### src/rtl/inst_encoder.sv
// inst_encoder: RV32I operation requests -> 32-bit instruction words, LI expanded to LUI+ADDI, illegal requests -> NOP with out_err.
// One-cycle registered output; in_ready drops while a word is held unconsumed or a LUI waits for its ADDI.
module inst_encoder #(
  parameter int XLEN = 32
) (
  input  logic            clock,
  input  logic            reset_n,
  input  logic            in_valid,
  output logic            in_ready,
  input  logic [3:0]      in_op,
  input  logic [2:0]      in_funct3,
  input  logic            in_alt,
  input  logic [4:0]      in_rd,
  input  logic [4:0]      in_rs1,
  input  logic [4:0]      in_rs2,
  input  logic [XLEN-1:0] in_imm,
  output logic            out_valid,
  input  logic            out_ready,
  output logic [31:0]     out_inst,
  output logic            out_last,
  output logic            out_err
);

  localparam logic [3:0] CLS_LUI      = 4'd0;
  localparam logic [3:0] CLS_AUIPC    = 4'd1;
  localparam logic [3:0] CLS_JAL      = 4'd2;
  localparam logic [3:0] CLS_JALR     = 4'd3;
  localparam logic [3:0] CLS_BRANCH   = 4'd4;
  localparam logic [3:0] CLS_LOAD     = 4'd5;
  localparam logic [3:0] CLS_STORE    = 4'd6;
  localparam logic [3:0] CLS_OP_IMM   = 4'd7;
  localparam logic [3:0] CLS_OP       = 4'd8;
  localparam logic [3:0] CLS_SYSTEM   = 4'd9;
  localparam logic [3:0] CLS_MISC_MEM = 4'd10;
  localparam logic [3:0] CLS_LI       = 4'd11;

  localparam logic [6:0] OPC_LUI      = 7'b0110111;
  localparam logic [6:0] OPC_AUIPC    = 7'b0010111;
  localparam logic [6:0] OPC_JAL      = 7'b1101111;
  localparam logic [6:0] OPC_JALR     = 7'b1100111;
  localparam logic [6:0] OPC_BRANCH   = 7'b1100011;
  localparam logic [6:0] OPC_LOAD     = 7'b0000011;
  localparam logic [6:0] OPC_STORE    = 7'b0100011;
  localparam logic [6:0] OPC_OP_IMM   = 7'b0010011;
  localparam logic [6:0] OPC_OP       = 7'b0110011;
  localparam logic [6:0] OPC_SYSTEM   = 7'b1110011;
  localparam logic [6:0] OPC_MISC_MEM = 7'b0001111;

  localparam logic [31:0] NOP = 32'h0000_0013;

  typedef enum logic [1:0] {ST_EMPTY, ST_FULL, ST_HI} state_e;

  function automatic logic [31:0] enc_i(input logic [11:0] imm12, input logic [4:0] rs1,
                                        input logic [2:0] f3, input logic [4:0] rd,
                                        input logic [6:0] opc);
    return {imm12, rs1, f3, rd, opc};
  endfunction

  // Immediate range tests: upper bits must be a pure sign extension.
  logic        fits_i, fits_b, fits_j, fits_shamt, fits_csr;
  logic [19:0] li_hi;

  assign fits_i     = (&in_imm[31:11]) | ~(|in_imm[31:11]);
  assign fits_b     = ((&in_imm[31:12]) | ~(|in_imm[31:12])) & ~in_imm[0];
  assign fits_j     = ((&in_imm[31:20]) | ~(|in_imm[31:20])) & ~in_imm[0];
  assign fits_shamt = ~(|in_imm[31:5]);
  assign fits_csr   = ~(|in_imm[31:12]);
  // (imm + 0x800) >> 12: the +0x800 only carries into bit 12 when imm[11] is set.
  assign li_hi      = in_imm[31:12] + {19'd0, in_imm[11]};

  logic [31:0] enc_word, enc_pend;
  logic        enc_two, enc_bad;

  always_comb begin
    enc_word = NOP;
    enc_pend = NOP;
    enc_two  = 1'b0;
    enc_bad  = 1'b0;
    case (in_op)
      CLS_LUI, CLS_AUIPC: begin
        enc_bad  = |in_imm[11:0];
        enc_word = {in_imm[31:12], in_rd, (in_op == CLS_LUI) ? OPC_LUI : OPC_AUIPC};
      end
      CLS_JAL: begin
        enc_bad  = ~fits_j;
        enc_word = {in_imm[20], in_imm[10:1], in_imm[11], in_imm[19:12], in_rd, OPC_JAL};
      end
      CLS_JALR: begin
        enc_bad  = ~fits_i | (in_funct3 != 3'b000);
        enc_word = enc_i(in_imm[11:0], in_rs1, in_funct3, in_rd, OPC_JALR);
      end
      CLS_BRANCH: begin
        enc_bad  = ~fits_b | (in_funct3[2:1] == 2'b01);
        enc_word = {in_imm[12], in_imm[10:5], in_rs2, in_rs1, in_funct3,
                    in_imm[4:1], in_imm[11], OPC_BRANCH};
      end
      CLS_LOAD: begin
        enc_bad  = ~fits_i | (in_funct3 == 3'd3) | (in_funct3 == 3'd6) | (in_funct3 == 3'd7);
        enc_word = enc_i(in_imm[11:0], in_rs1, in_funct3, in_rd, OPC_LOAD);
      end
      CLS_STORE: begin
        enc_bad  = ~fits_i | (in_funct3 > 3'd2);
        enc_word = {in_imm[11:5], in_rs2, in_rs1, in_funct3, in_imm[4:0], OPC_STORE};
      end
      CLS_OP_IMM: begin
        if (in_funct3[1:0] == 2'b01) begin
          // Shifts carry funct7 in imm[11:5]; only SRAI may set it.
          enc_bad  = ~fits_shamt | (in_alt & (in_funct3 != 3'b101));
          enc_word = enc_i({1'b0, in_alt, 5'd0, in_imm[4:0]}, in_rs1, in_funct3, in_rd, OPC_OP_IMM);
        end else begin
          enc_bad  = ~fits_i | in_alt;
          enc_word = enc_i(in_imm[11:0], in_rs1, in_funct3, in_rd, OPC_OP_IMM);
        end
      end
      CLS_OP: begin
        enc_bad  = in_alt & (in_funct3 != 3'b000) & (in_funct3 != 3'b101);
        enc_word = {1'b0, in_alt, 5'd0, in_rs2, in_rs1, in_funct3, in_rd, OPC_OP};
      end
      CLS_SYSTEM: begin
        if (in_funct3 == 3'b000)
          enc_bad = ~fits_csr | (in_imm[11:0] > 12'd1);
        else if (in_funct3 == 3'b100)
          enc_bad = 1'b1;
        else
          enc_bad = ~fits_csr;
        enc_word = enc_i(in_imm[11:0], in_rs1, in_funct3, in_rd, OPC_SYSTEM);
      end
      CLS_MISC_MEM: begin
        enc_bad  = ~fits_i | (in_funct3 != 3'b000);
        enc_word = enc_i(in_imm[11:0], in_rs1, in_funct3, in_rd, OPC_MISC_MEM);
      end
      CLS_LI: begin
        if (fits_i) begin
          enc_word = enc_i(in_imm[11:0], 5'd0, 3'b000, in_rd, OPC_OP_IMM);
        end else begin
          enc_word = {li_hi, in_rd, OPC_LUI};
          enc_pend = enc_i(in_imm[11:0], in_rd, 3'b000, in_rd, OPC_OP_IMM);
          enc_two  = |in_imm[11:0];
        end
      end
      default: enc_bad = 1'b1;
    endcase
    if (enc_bad) begin
      enc_word = NOP;
      enc_two  = 1'b0;
    end
  end

  state_e      state_q, state_d;
  logic [31:0] inst_q, inst_d, pend_q, pend_d;
  logic        last_q, last_d, err_q, err_d;
  logic        accept, drain;

  assign in_ready  = reset_n && (state_q != ST_HI) && ((state_q == ST_EMPTY) || out_ready);
  assign out_valid = (state_q != ST_EMPTY);
  assign accept    = in_valid && in_ready;
  assign drain     = out_valid && out_ready;
  assign out_inst  = inst_q;
  assign out_last  = last_q;
  assign out_err   = err_q;

  always_comb begin
    state_d = state_q;
    inst_d  = inst_q;
    last_d  = last_q;
    err_d   = err_q;
    pend_d  = pend_q;
    case (state_q)
      ST_EMPTY, ST_FULL: begin
        if (accept) begin
          state_d = enc_two ? ST_HI : ST_FULL;
          inst_d  = enc_word;
          last_d  = ~enc_two;
          err_d   = enc_bad;
          pend_d  = enc_pend;
        end else if (drain) begin
          state_d = ST_EMPTY;
        end
      end
      ST_HI: begin
        if (drain) begin
          state_d = ST_FULL;
          inst_d  = pend_q;
          last_d  = 1'b1;
          err_d   = 1'b0;
        end
      end
      default: state_d = ST_EMPTY;
    endcase
  end

  always_ff @(posedge clock or negedge reset_n) begin
    if (!reset_n) begin
      state_q <= ST_EMPTY;
      inst_q  <= '0;
      last_q  <= 1'b0;
      err_q   <= 1'b0;
      pend_q  <= '0;
    end else begin
      state_q <= state_d;
      inst_q  <= inst_d;
      last_q  <= last_d;
      err_q   <= err_d;
      pend_q  <= pend_d;
    end
  end

endmodule
### config.mk
export PLATFORM = sky130hd
export DESIGN_NAME = inst_encoder
export DESIGN_NICKNAME = d
export VERILOG_FILES = /design/src/rtl/inst_encoder.sv
export SDC_FILE = /design/constraint.sdc
export NUM_CORES = 1
export LEC_CHECK = 0
export CAP_MARGIN = 15
export CORE_MARGIN = 2
export CORE_UTILIZATION = 40
export CTS_CLUSTER_DIAMETER = 60
export CTS_CLUSTER_SIZE = 20
export DETAILED_ROUTE_END_ITERATION = 10
export MAX_ROUTING_LAYER = met4
export PLACE_DENSITY = 0.67
export SYNTH_ARGS = -nofsm -noshare
export SYNTH_HDL_FRONTEND = slang
export SYNTH_SLANG_ARGS = --single-unit
### constraint.sdc
create_clock -name clock -period 4.6 [get_ports clock]
set_input_delay 0.69 -clock clock [delete_from_list [all_inputs] [get_ports clock]]
set_output_delay 0.69 -clock clock [all_outputs]
set_load 0.01 [all_outputs]
==> results of run 1 <==
metrics by stage:
stage	util [%]	worst slack [ns]	total power, mW
after floorplan	-	1.353	0.7339
after global placement	51.86	0.6151	0.9565
after detailed placement	51.86	0.5902	0.9584
after CTS	53.24	0.9279	1.333
after global routing	53.24	0.7086	1.388
final	53.24	0.8604	1.331
layout by cell type, fill, tap and decap left out, drive strengths merged, types with 9 or more instances in the layout:
cell / count
o21ai: 37
o22ai: 12
and3: 14
nor2b: 12
o31ai: 19
a21oi: 45
nand2: 68
nor3: 9
clkdlybuf4s50: 93
nor2: 31
nand3: 14
inv: 21
dfrtp: 53
a22oi: 9
buf: 17
final timing paths:
path,slack [ns],startpoint,cells past startpoint,end
setup / recovery,0.86,in_imm[19],10,out_inst[19]
hold / removal,0.48,pend_q[22],2,pend_q[22]
setup reg to reg,2.08,state_q[0],7,out_inst[9]
hold reg to reg,0.48,pend_q[22],2,pend_q[22]
max in group asynchronous,3.60,reset_n,2,out_inst[28]
min in group asynchronous,0.55,reset_n,2,out_inst[31]
flip-flops by register name, summed over array words and instances (netlist names):
name	flops
out_err	1
state_q	2
out_last	1
pend_q	18
out_inst	31
final cells by class:
cell class              instances  share of cell area [%]
inverters                      21                   1.529
flip-flops and latches         53                   25.72
clock buffers                   5                   1.335
multi-input cells             390                   46.20
clock inverters                 3                   1.262
well taps                     133                   3.227
repair buffers                110                   20.72
critical path, stage by stage:
cell and delay (ns):
clkdlybuf4s50_1 0.59, or4_4 0.62, or4_4 0.53, o21ai_0 0.18
buf_4 0.18, or2_0 0.17, buf_4 0.33, a21oi_1 0.10
a221oi_1 0.43, o31ai_1 0.11
metal layers:
| layer | up-vias | GRT usage (%) | routed length, µm |
|---|---|---|---|
| li1 | 2029 | - | - |
| met1 | 2087 | 40.94 | 6782 |
| met2 | 198 | 41.91 | 6503 |
| met3 | 24 | 2.554 | 930 |
| met4 | 0 | 12.55 | 501 |
| met5 | - | - | 0 |
logic make-up after synthesis:
| logic type | share of synthesized area (%) |
|---|---|
| flip-flops | 33.64 |
| XOR/XNOR | 1.999 |
| AND/OR/NAND/NOR | 26.82 |
| buffers and inverters | 6.093 |
| adder cells (fa/ha/maj) | 1.206 |
| multiplexers | 0.8251 |
| AO/OA/AOI/OAI | 29.42 |
power by group:
part / internal (mW) / switching [mW] / leakage [nW]
combinational: 0.198 / 0.217 / 1.27
sequential: 0.510 / 0.0302 / 0.691
clock: 0.216 / 0.160 / 0.0681
==> metrics.md, run 1 <==
| Metric | Value |
|---|---|
| CTS clk-pin slew, worst paths | `0.09 ns` |
| Synth-to-Final Area Change | `30.78%` |
| CP arrival | `3.93 ns` |
| Setup TNS | `0 ns` |
| Area leader, netlist | `dfrtp_1` |
| Slew Limit Headroom | `33.81%` |
| Max-Cap Viols | `0` |
| Post-CTS setup buffers | `0` |
| Synth Warn # | `0` |
| Hold Path Class | `flop to flop` |
| CORE AREA | `0.009684 mm²` |
| Final Instance Count excl. Fillers | `715` |
| Final Cell Area | `0.005156 mm²` |
| Final min period | `3.740 ns` |
| Post-Syn Nets | `561` |
| Buffers on Ports | `94` |
| CTS Buffer Depth | `2` |
| Area contributors post-synth | `dfrtp_1, nand2_1, a21oi_1` |
| Die X | `103.3 µm` |
| Pwr/cell area | `258.1 mW/mm²` |
| Final setup vio count | `0` |
| Post-CTS resize count | `0` |
| Fill cell count | `951` |
| CTS tree | `done` |
| CP startpoint kind | `input port` |
| HPWL after detailed placement | `11230 µm` |
| RSZ-0062 raised after global routing | `no` |
| Clk_lat worst skew | `0.31 ns` |
| WL final | `14720 µm` |
| Multi-input gate area | `0.002382 mm²` |
| Final hold vios | `0` |
| Via count | `4338` |
| Global-route wire length before repair | `22690 µm` |
| Fraction of registers with async set/reset | `100.0%` |
| Maximum fanout along the worst path | `21` |
| Drt first pass iters | `5` |
| Post-Syn Area | `0.003943 mm²` |
| Synth Register Bits | `53` |
| Worst Hold Slack | `0.4821 ns` |
| Syn Inst Count | `499` |
| Least-Margin Pin Slew | `0.9790 ns` |
| Endpoint class of the critical path | `flop` |
| Pleak | `2.026 nW` |
| Outcome | `finished clean` |
| Final ANT Viol Nets | `0` |
| Dpl cell area | `0.005022 mm²` |
| Die Height | `103.3 µm` |
| DR vias/cell | `6.067` |
| Kind of critical path | `input port to flop` |
| DRC Markers | `0` |
| Iter 0 DRT Violations | `278` |
| Die area | `0.01067 mm²` |
| Cts hold-fix bufs | `0` |
| H-tree level count | `2` |
| Distinct cells, synth | `69` |
| Peak supply drop | `0.1636 mV` |
| Commonest cells post-synth | `nand2_1, dfrtp_1, a21oi_1` |
| FP Rows | `36` |
| Worst Path Required | `4.79 ns` |
| Final period utilization | `81.30%` |
| Vias in the first global route | `4069` |
| Inst Count DP | `707` |
| Clk root buf | `clkbuf_8` |
| EDFF count, synth | `0` |
| Fin. max-slew vios | `0` |
| Pin count of the biggest net entering global routing | `56` |
| Clock tree sinks | `53` |
| Ports | `95` |
| N_diodes | `0` |
| Sequential share of the synthesized area | `33.64%` |
| Gr usage total | `28.81%` |
| Inserted Clock Buffers | `5` |
| Register area | `0.001326 mm²` |
| F_max | `267.4 MHz` |
| Placer Congestion | `0.9067` |
| Share of cells above drive strength 1 | `7.904%` |
| Clk_skew | `0.003721 ns` |
| DR WL/cell | `20.58 µm` |
| Total grt overflow | `0` |
| Average size of a mapped cell | `7.901 µm²` |
| Starting Density | `40.71%` |
| Top cell type's share of synthesized area | `33.64%` |
| Net count, final | `643` |
| Initial antenna violation count | `0` |
| Main flop type after synthesis | `dfrtp_1` |
| Count leader, synth | `nand2_1` |
(Power assumes the default switching activity.)
==> inputs of run 2 (changes only) <==
- clock period: 4.6 -> 3.55 ns (I/O delays scaled with it)
==> run 2 against run 1 <==
Against the previous run:
- critical path type unchanged
- first-iteration DRC count decreased by 2.5%
- combinational power increased by 36%
- cell count increased by 5.9%
- global-route usage increased by 0.058 points
- via count increased by 1.6%
- worst setup slack got worse by 0.55 ns
- die area unchanged
- non-clock buffer count increased by 42
- routed wire length decreased by 0.95%
==> metrics.md, run 2 (synthesized netlist as in run 1, its figures left out) <==
| Metric | Value |
|---|---|
| FF-to-FF path depth | `8` |
| CP Cell Sequence | `clkdlybuf4s50_1 > or4_4 > or4_4 > buf_4 > o21ai_0 > or2_0 > buf_4 > o21bai_1 > a221oi_1 > o21ai_1` |
| Hold Path Class | `input port to async pin` |
| Multi-input gate area | `0.002382 mm²` |
| Least-Margin Pin Slew | `0.7791 ns` |
| Die Height | `103.3 µm` |
| Ports | `95` |
| Kind of critical path | `input port to flop` |
| Reg-to-reg endpoint | `out_last` |
| Endpoint class of the critical path | `flop` |
| Final core occ | `55.93%` |
| Slowest stage cell, crit path | `or4_4` |
| Drt first pass iters | `7` |
| Cts hold-fix bufs | `0` |
| Global-route wire length before repair | `22900 µm` |
| CP startpoint kind | `input port` |
| Pwr/cell area | `297.9 mW/mm²` |
| Final ANT Viol Nets | `0` |
| RSZ-0062 raised after global routing | `no` |
| Via count | `4407` |
| Post-CTS setup buffers | `0` |
| Clock tree sinks | `53` |
| DR WL/cell | `19.26 µm` |
| Clk root buf | `clkbuf_8` |
| CORE AREA | `0.009684 mm²` |
| Outcome | `finished clean` |
| Final setup vio count | `0` |
| CTS tree | `done` |
| R2R Setup Slk | `1.10 ns` |
| Starting Density | `40.71%` |
| Crit path largest cell delay | `0.58 ns` |
| Most frequent cells in the layout | `clkdlybuf4s50_1, nand2_1, buf_4, dfrtp_1, a21oi_1` |
| CTS clk-pin slew, worst paths | `0.10 ns` |
| Max-Cap Viols | `0` |
| H-tree level count | `2` |
| Buffers on Ports | `94` |
| Fin. max-slew vios | `0` |
| Clk_lat worst skew | `0.30 ns` |
| Worst R2R Start | `state_q[1]` |
| Die area | `0.01067 mm²` |
| Pin count of the biggest net entering global routing | `40` |
| Commonest non-fill, non-tap cell in the layout | `clkdlybuf4s50_1` |
| Share of cells above drive strength 1 | `13.94%` |
| Total grt overflow | `0` |
| Register area | `0.001326 mm²` |
| CP arrival | `3.43 ns` |
| Final period utilization | `91.26%` |
| FP Rows | `36` |
| Slew Limit Headroom | `47.35%` |
| Gr usage total | `28.87%` |
| DR vias/cell | `5.822` |
| Final Total Pwr | `1.614 mW` |
| Iter 0 DRT Violations | `271` |
| Pleak | `2.194 nW` |
| Maximum fanout along the worst path | `11` |
| Clk_skew | `0.004081 ns` |
| Die X | `103.3 µm` |
| Final hold vios | `0` |
| F_max | `308.7 MHz` |
| Final min period | `3.240 ns` |
| Synth-to-Final Area Change | `37.38%` |
| Initial antenna violation count | `0` |
| CTS Buffer Depth | `2` |
| Placer Congestion | `1.033` |
| WL final | `14580 µm` |
| DRC Markers | `0` |
| HPWL after detailed placement | `11510 µm` |
| Net count, final | `685` |
| Fill cell count | `931` |
| Largest register FFs | `31` |
| Peak supply drop | `0.1344 mV` |
| N_diodes | `0` |
| Inserted Clock Buffers | `5` |
| Worst Path Required | `3.74 ns` |
| Post-CTS resize count | `0` |
| Vias in the first global route | `4243` |
-- run 2: cell count changes in the layout (fill, tap and decap cells not counted), sizes merged --
| cell | change |
|---|---|
| buf | +42 |
| bufinv | -2 |
| clkbuf | +1 |
| clkinv | -1 |
| clkinvlp | +2 |
-- run 2: area by class of cell --
class / instances / area share (%)
Clock buffer: 6 / 1.340
Clock inverter: 2 / 0.2772
Inverter: 21 / 1.455
Multi-Input combinational cell: 390 / 43.98
Sequential cell: 53 / 24.49
Tap cell: 133 / 3.072
Timing Repair Buffer: 152 / 25.39
-- run 2: layer usage --
metal	track usage, %	wire length, µm
met3	3.629	816
met5	-	0
met2	45.40	6719
met1	39.43	6705
met4	7.895	335
-- run 2: how the worst max path moves through the flow --
stage	depth (start not counted)	end	from	slack [ns]
finish	10	out_inst[14]	in_imm[19]	0.31
CTS	10	out_inst[14]	in_imm[29]	0.30
global route	10	out_inst[14]	in_imm[29]	0.15
global placement	10	out_inst[14]	in_imm[31]	0.006
floorplan	9	out_last	in_imm[20]	0.46
detailed placement	10	out_inst[14]	in_imm[29]	-0.02
-- run 2: critical path: cells and delay by family --
family	cells	cell delay (ns)
simple gates	3	1.34
buf+inv	3	0.82
compound gates	4	0.74
-- run 2: stage by stage --
stage	setup TNS (ns)	instance area [µm²]	std cells	hold slack (ns)	setup slack, ns
2_1_floorplan	0	3943	499	0.2369	0.4607
3_3_place_gp	0	5318	748	0.4512	0.005915
3_5_place_dp	-0.01815	5318	748	0.4624	-0.01815
4_1_cts	0	5405	756	0.2570	0.3021
5_1_grt	0	5416	757	0.2660	0.1453
6_report	0	5416	757	0.2390	0.3102
-- run 2: report_power, final --
part           leakage [nW]  total [mW]  internal [mW]  switching, mW
Sequential            0.691       0.696          0.660         0.0356
Clock                0.0374       0.353          0.140          0.213
Combinational          1.47       0.565          0.281          0.284
Total                  2.19        1.61           1.08          0.533
==> inputs of run 3 (changes only) <==
- CORE_UTILIZATION: 40 -> 55
- PLACE_DENSITY: 0.67 -> 0.87
- clock period: 3.55 -> 3.9 ns (I/O delays scaled with it)
==> run 3 against run 2 <==
Against the previous run:
- cell count fell by 9.0%
- critical path type unchanged
- sequential power fell by 8.9%
- via count rose by 3.8%
- sequential share of layout area rose by 1.3 points
- utilization rose by 19 points
- clock skew fell by 0.00081 ns
==> metrics.md, run 3 (synthesized netlist as in run 1, its figures left out) <==
| Metric | Value |
|---|---|
| Outcome | `finished clean` |
| Post-CTS setup buffers | `0` |
| CP Cell Sequence | `clkdlybuf4s50_1 > or4_1 > or4_4 > o21ai_0 > nor2_1 > and3_1 > nor3_1 > o31ai_1` |
| Endpoint class of the critical path | `flop` |
| Fin worst setup slack | `0.1804 ns` |
| CORE AREA | `0.006869 mm²` |
| Peak supply drop | `0.1728 mV` |
| Starting Density | `57.40%` |
| Clock tree sinks | `53` |
| Fill cell count | `540` |
| Net count, final | `654` |
| Final hold vios | `0` |
| Die area | `0.007861 mm²` |
| Global-route wire length before repair | `21540 µm` |
| Final Instance Count excl. Fillers | `689` |
| CP arrival | `3.91 ns` |
| Worst Path Required | `4.09 ns` |
| Crit path largest cell delay | `0.60 ns` |
| Inserted Clock Buffers | `5` |
| Gr usage total | `36.63%` |
| F_max | `268.8 MHz` |
| HPWL after detailed placement | `10720 µm` |
| Least-Margin Pin Slew | `1.145 ns` |
| CTS clk-pin slew, worst paths | `0.10 ns` |
| DR WL/cell | `19.90 µm` |
| Clk_lat worst skew | `0.30 ns` |
| Final period utilization | `95.37%` |
| Final setup vio count | `0` |
| Slew Limit Headroom | `23.37%` |
| Pwr/cell area | `281.4 mW/mm²` |
| Slowest stage cell, crit path | `or4_1` |
| Worst path bufs/invs | `1` |
| Final min period | `3.720 ns` |
| Maximum fanout along the worst path | `13` |
| DR vias/cell | `6.637` |
| Ports | `95` |
| Clk root buf | `clkbuf_8` |
| Largest register FFs | `31` |
| Max-Cap Viols | `0` |
| Register area | `0.001326 mm²` |
| Share of cells above drive strength 1 | `9.612%` |
| Pin count of the biggest net entering global routing | `39` |
| Final ANT Viol Nets | `0` |
| H-tree level count | `2` |
| DRC Markers | `0` |
| Inst Count DP | `681` |
| Vias in the first global route | `4189` |
| Via count | `4573` |
| Iter 0 DRT Violations | `382` |
| Multi-input gate area | `0.002382 mm²` |
| Top delay family on crit path | `simple AND/OR/NAND/NOR gates` |
| Cts hold-fix bufs | `0` |
| Buffers on Ports | `94` |
| Worst Hold Slack | `0.2563 ns` |
| Fin. max-slew vios | `0` |
| Most frequent cells in the layout | `clkdlybuf4s50_1, nand2_1, dfrtp_1, a21oi_1, nor2_1` |
| Placer Congestion | `1.062` |
| Commonest non-fill, non-tap cell in the layout | `clkdlybuf4s50_1` |
| CTS tree | `done` |
| Kind of critical path | `input port to flop` |
| Drt first pass iters | `5` |
| Pre-CTS setup slack | `-0.04148 ns` |
| Post-CTS resize count | `0` |
| Pleak | `2.055 nW` |
| Clk_skew | `0.003273 ns` |
| WL final | `13710 µm` |
| Initial antenna violation count | `0` |
| RSZ-0062 raised after global routing | `no` |
| Final Cell Area | `0.005149 mm²` |
| CP startpoint kind | `input port` |
| Total grt overflow | `0` |
| FP Rows | `30` |
| CTS Buffer Depth | `2` |
| Synth-to-Final Area Change | `30.59%` |
| Die X | `88.67 µm` |
| Die Height | `88.67 µm` |
| N_diodes | `0` |
| Dpl cell area | `0.005059 mm²` |
| Hold Path Class | `input port to async pin` |
## run 3: routing by layer
layer | global-route usage [%] | part of all wire, % | wire length [µm]
met1 | 48.78 | 40 | 5493
met4 | 12.26 | 3.5 | 476
met3 | 5.690 | 9.5 | 1297
met5 | - | 0 | 0
met2 | 56.99 | 47 | 6446
## run 3: worst reg2reg max path, stage by stage, from the launching register on
cell     delay [ns]
dfrtp_1        0.43
nor2_1         0.12
buf_4          0.22
nand2_1        0.11
nand2_1        0.64
nand3_2        0.49
o31ai_1        0.35
## run 3: report_power, final
| part | internal [mW] | total [mW] | switching, mW |
|---|---|---|---|
| registers | 0.601 | 0.634 | 0.0333 |
| logic | 0.240 | 0.495 | 0.255 |
| clock network | 0.128 | 0.320 | 0.192 |
## run 3: layout make-up
class / instances / share of cell area [%]
Sequential cell: 53 / 25.76
Tap cell: 96 / 2.333
Clock buffer: 5 / 1.337
Clock inverter: 3 / 0.4131
Multi-Input combinational cell: 390 / 46.27
Inverter: 21 / 1.531
Timing Repair Buffer: 121 / 22.36
## run 3: worst paths after layout
kind | start | end | slack [ns] | cells after the start
min reg2reg | pend_q[4] | pend_q[4] | 0.48 | 1
max | in_imm[21] | out_inst[16] | 0.18 | 8
max reg2reg | state_q[0] | out_inst[2] | 1.44 | 6
min | reset_n | state_q[1] | 0.26 | 1
max in group asynchronous | reset_n | pend_q[16] | 2.83 | 2
min in group clock | pend_q[4] | pend_q[4] | 0.48 | 1
## run 3: metrics by stage
step                      setup TNS [ns]  power, mW  util, %
final                                  0      1.449    74.95
after global routing                   0      1.515    74.95
after floorplan                        0     0.8656        -
after CTS                              0      1.447    74.95
after global placement          -0.01106      1.120    73.64
after detailed placement        -0.04148      1.132    73.64
